--- config.mk ---
export PLATFORM = sky130hd
export DESIGN_NAME = bcd_to_bin_seq
export DESIGN_NICKNAME = d
export VERILOG_FILES = /design/src/rtl/bcd_to_bin_seq.sv
export SDC_FILE = /design/constraint.sdc
export NUM_CORES = 1
export LEC_CHECK = 0
export BUFFER_PORTS_ARGS = -buffer_cell sky130_fd_sc_hd__buf_2
export CORE_MARGIN = 2
export CORE_UTILIZATION = 55
export DETAILED_ROUTE_END_ITERATION = 8
export PLACE_DENSITY = 0.91
export SETUP_SLACK_MARGIN = 0.3
export SYNTH_ARGS = -nofsm -noshare
export SYNTH_HDL_FRONTEND = slang
export SYNTH_SLANG_ARGS = --single-unit
--- constraint.sdc ---
create_clock -name clk -period 3.6 [get_ports clk]
set_input_delay 0.18 -clock clk [delete_from_list [all_inputs] [get_ports clk]]
set_output_delay 0.18 -clock clk [all_outputs]
set_load 0.02 [all_outputs]
--- src/rtl/bcd_to_bin_seq.sv ---
// Digit-serial packed-BCD to unsigned binary converter (acc = acc*10 + digit, MSD first).
// Valid/ready handshake on both sides; an out-of-range nibble sets err and masks bin_out.
module bcd_to_bin_seq #(
    parameter int unsigned NDIGITS = 3,
    parameter int unsigned BW      = 10
) (
    input  logic                   clk,
    input  logic                   rst_n,
    input  logic                   in_valid,
    output logic                   in_ready,
    input  logic [4*NDIGITS-1:0]   bcd_in,
    output logic                   out_valid,
    input  logic                   out_ready,
    output logic [BW-1:0]          bin_out,
    output logic                   err
);

    localparam int unsigned IdxW = (NDIGITS > 1) ? $clog2(NDIGITS) : 1;
    localparam logic [IdxW-1:0] IdxLast = IdxW'(NDIGITS - 1);

    typedef enum logic [1:0] {
        StIdle,
        StConv,
        StDone
    } state_e;

    state_e                r_state;
    state_e                w_state_next;
    logic [4*NDIGITS-1:0]  r_word;
    logic [BW-1:0]         r_acc;
    logic [IdxW-1:0]       r_idx;
    logic                  r_err;

    logic [3:0]            w_digit;
    logic                  w_digit_bad;
    logic [BW-1:0]         w_acc_next;
    logic                  w_accept;
    logic                  w_step;

    // Mux by comparison so a non-power-of-two digit count never indexes past the word.
    always_comb begin
        w_digit = 4'd0;
        for (int i = 0; i < NDIGITS; i++) begin
            if (r_idx == IdxW'(i)) begin
                w_digit = r_word[4*i +: 4];
            end
        end
    end

    assign w_digit_bad = (w_digit > 4'd9);

    // Partial sums never exceed the final legal value, so BW bits keep legal results exact;
    // wrap-around only happens with illegal nibbles, whose result is masked anyway.
    assign w_acc_next = (r_acc << 3) + (r_acc << 1) + BW'(w_digit);

    assign w_accept = in_valid && (r_state == StIdle);
    assign w_step   = (r_state == StConv);

    always_comb begin
        w_state_next = r_state;
        in_ready     = 1'b0;
        out_valid    = 1'b0;
        unique case (r_state)
            StIdle: begin
                in_ready = 1'b1;
                if (in_valid) begin
                    w_state_next = StConv;
                end
            end
            StConv: begin
                if (r_idx == '0) begin
                    w_state_next = StDone;
                end
            end
            StDone: begin
                out_valid = 1'b1;
                if (out_ready) begin
                    w_state_next = StIdle;
                end
            end
            default: begin
                w_state_next = StIdle;
            end
        endcase
    end

    always_ff @(posedge clk or negedge rst_n) begin
        if (!rst_n) begin
            r_state <= StIdle;
        end else begin
            r_state <= w_state_next;
        end
    end

    always_ff @(posedge clk or negedge rst_n) begin
        if (!rst_n) begin
            r_word <= '0;
            r_acc  <= '0;
            r_idx  <= '0;
            r_err  <= 1'b0;
        end else if (w_accept) begin
            r_word <= bcd_in;
            r_acc  <= '0;
            r_idx  <= IdxLast;
            r_err  <= 1'b0;
        end else if (w_step) begin
            r_acc <= w_acc_next;
            r_err <= r_err | w_digit_bad;
            if (r_idx != '0) begin
                r_idx <= r_idx - 1'b1;
            end
        end
    end

    // Results hold in IDLE because acc and err only move on accept or during CONV.
    assign bin_out = r_err ? '0 : r_acc;
    assign err     = r_err;

endmodule

==> flow_summary.json <==
{
  "ys_seq_area_frac": 0.415,
  "drtAntennaViolNets": 0,
  "yosys.area.top_type": "dfrtp_1",
  "hp-class": "primary input to flop",
  "synth_compound_area_frac": 0.129,
  "ys_ff_latch": 27,
  "nFillCells": 238,
  "post-route-period-util": 0.843,
  "worst-slew-pin-transition_ps": 708,
  "fin_tns_setup_ps": 0,
  "critical_path_arrival_ps": 3250,
  "placed_area_um2": 1770,
  "drive_gt1_frac": 0.187,
  "yosys_warnings": 0,
  "fin_cells": 240,
  "finish.instance_area_um2": 1820,
  "fp.dieH_um": 58.4,
  "drtIter0Drc": 53,
  "vias": 1312,
  "rsz0062_at_grt": "false",
  "finalClockSkew_ps": 1.64,
  "fin_util": 0.654,
  "postCtsSetupBuffers": 0,
  "synth_top_area_frac": 0.415,
  "slew-limit-headroom": 0.527,
  "synth_fa_ha_area_frac": 0.155,
  "viasPerCell": 5.47,
  "finalPower_w": 0.00163,
  "cts_root_buf": "clkbuf_4",
  "grt_util_all_layers": 0.208,
  "synthMuxAreaShare": 0,
  "status": "complete, no violations",
  "cts_tree": "built",
  "pwr_density_cell_nw_per_um2": 897,
  "synth-xor-area-share": 0.0430,
  "rows": 19,
  "crit_path_end_kind": "flop",
  "antenna_found_initial": 0,
  "die_w_um": 58.4,
  "maxSlewViolCount": 0,
  "max_freq_mhz": 330,
  "yosys.area_share.simple": 0.219,
  "period_needed_ps": 3030,
  "mappedNetlistArea_um2": 1630,
  "cts.sinks": 27,
  "place_congestion": 0.897,
  "critPathKind": "flop to flop",
  "worst-path-max-fanout": 8,
  "vdd_ir_drop_max_v": 0.000623,
  "grt_max_degree": 28,
  "remaining_drc_errors": 0,
  "synth_edf_count": 0,
  "cts_buffer_depth": 2,
  "cp.required_ps": 3810,
  "overflow": 0,
  "dieArea_um2": 3410,
  "netlist_instances": 184,
  "routed_wl_um": 3180,
  "start_kind": "flop",
  "floorplan.initialDensity": 0.586,
  "grt_pass1_vias": 1240,
  "first_pass_iters": 4,
  "path_clk_slew_ps": 150,
  "avgSynthCellArea_um2": 8.85,
  "num_io_pins": 29,
  "core-area_um2": 2780,
  "diodes": 0,
  "io_buffers": 28,
  "cts_made_buffers": 3,
  "yosysUniqueCellTypes": 26,
  "post_drt_wl_per_cell_um": 13.2,
  "netlist_top_cells_area": "dfrtp_1, ha_1, nand2_1",
  "synth_top_family_by_area": "simple AND/OR/NAND/NOR gates",
  "synthArstFlopShare": 1.00,
  "finalHoldViolations": 0,
  "p_leak_nw": 0.954,
  "syn_nets": 219,
  "grt_pass1_wl_um": 5340,
  "ys.flop_type": "dfrtp_1",
  "clock_latency_ps": 340,
  "dp_cells": 235,
  "maxCapViolCount": 0,
  "syn_to_final_growth_pct": 11.7,
  "dp_hpwl_um": 2450,
  "finalSetupViolations": 0,
  "h-tree-depth": 1,
  "nNetsFinal": 245
}
cell families (layout without fill, tap and decap cells):
group / count (synthesis) / count (layout)
DFF: 27 / 27
AOI/OAI and AO/OA: 35 / 35
xor gates and xnor gates: 8 / 8
adders and majority gates: 19 / 19
buffers and inverters: 16 / 41
and+or+nand+nor: 79 / 79
worst max-delay path, stage by stage (launching register included):
cell	delay [ps]
dfrtp_1	440
inv_1	90
ha_2	260
nand3b_1	100
a21oi_1	160
a21oi_1	90
fa_1	510
inv_1	70
fa_1	460
a21oi_1	180
o21ai_0	110
a21oi_1	190
xor2_1	170
o21ai_0	90
through the flow:
| stage | hold WS [ps] | setup slack, ps |
|---|---|---|
| after CTS | 16.7 | 507 |
| after floorplan | -116 | 818 |
| after detailed placement | 216 | 561 |
| final | 12.7 | 566 |
| after global routing | 5.27 | 335 |
| after global placement | 205 | 694 |
state kept, by name, summed over array words and instances, names as in the netlist:
name / cells
r_idx: 2
err: 1
r_acc: 10
r_state: 2
r_word: 12
power by group:
part | total (W) | switching, W | internal (W)
clock | 0.000141 | 0.0000983 | 0.0000427
combinational | 0.000941 | 0.000572 | 0.000369
sequential | 0.000551 | 0.000110 | 0.000441
total | 0.00163 | 0.000780 | 0.000852
Yosys cell counts (2+ instances only):
cell type   n
ha_1       17
o21ai_0    14
nand3_1     8
a22oi_1     3
o21ai_2     2
xor2_1      3
inv_1       8
dfrtp_1    27
nor2b_1    11
nor2_1      6
a21oi_1    11
nand2_1    49
fa_1        2
clkbuf_1    5
buf_2       3
xnor2_1     5
final timing paths:
| check | start | to | slack (ps) | cells past startpoint |
|---|---|---|---|---|
| min | bcd_in[8] | r_word[8] | 10 | 3 |
| max in group asynchronous | rst_n | r_acc[2] | 2870 | 2 |
| min in group asynchronous | rst_n | r_word[9] | 350 | 2 |
| max reg2reg | r_idx[0] | r_acc[8] | 570 | 13 |
| max | r_idx[0] | r_acc[8] | 570 | 13 |
| min reg2reg | r_word[0] | r_word[0] | 510 | 2 |
timing repair:
item,in CTS,in global routing
hold buffers,1,0
endpoints found under the setup margin,0,1
endpoints found under the hold margin,27,0
gates resized for setup,0,2
metal layers:
layer / global-route usage / routed length, um / vias up
li1: - / - / 656
met1: 0.253 / 1450 / 627
met2: 0.371 / 1590 / 24
met3: 0.0242 / 92 / 5
met4: 0.0864 / 46 / 0
met5: 0 / 0 / -
placed cells by master, fill, tap and decap left out:
cell type / instances
dlygate4sd3_1: 1
o21ai_2: 2
o311ai_0: 1
a22o_1: 1
a21oi_1: 11
nand2_1: 49
nand3b_1: 1
ha_2: 2
dfrtp_1: 27
xor2_1: 3
nor2b_4: 1
nand3_1: 8
clkbuf_4: 3
nor2b_1: 11
fa_1: 2
o21bai_1: 1
and2_1: 1
buf_2: 28
inv_1: 8
nor2_1: 6
nand2b_1: 1
o31ai_2: 1
o21ai_0: 14
ha_1: 15
or3_2: 1
o31ai_1: 1
a22oi_1: 3
clkinvlp_4: 1
xnor2_1: 5
layout make-up:
cell class	count	area, um2	share of cell area
timing repair buffer	29	150	0.0825
sequential	27	676	0.371
tap	31	38.8	0.0213
clock buffer	3	22.5	0.0124
clock inverter	1	7.51	0.00413
inverter	8	30.0	0.0165
multi-input combinational	141	895	0.492
Power figures use the tool's default switching activity.
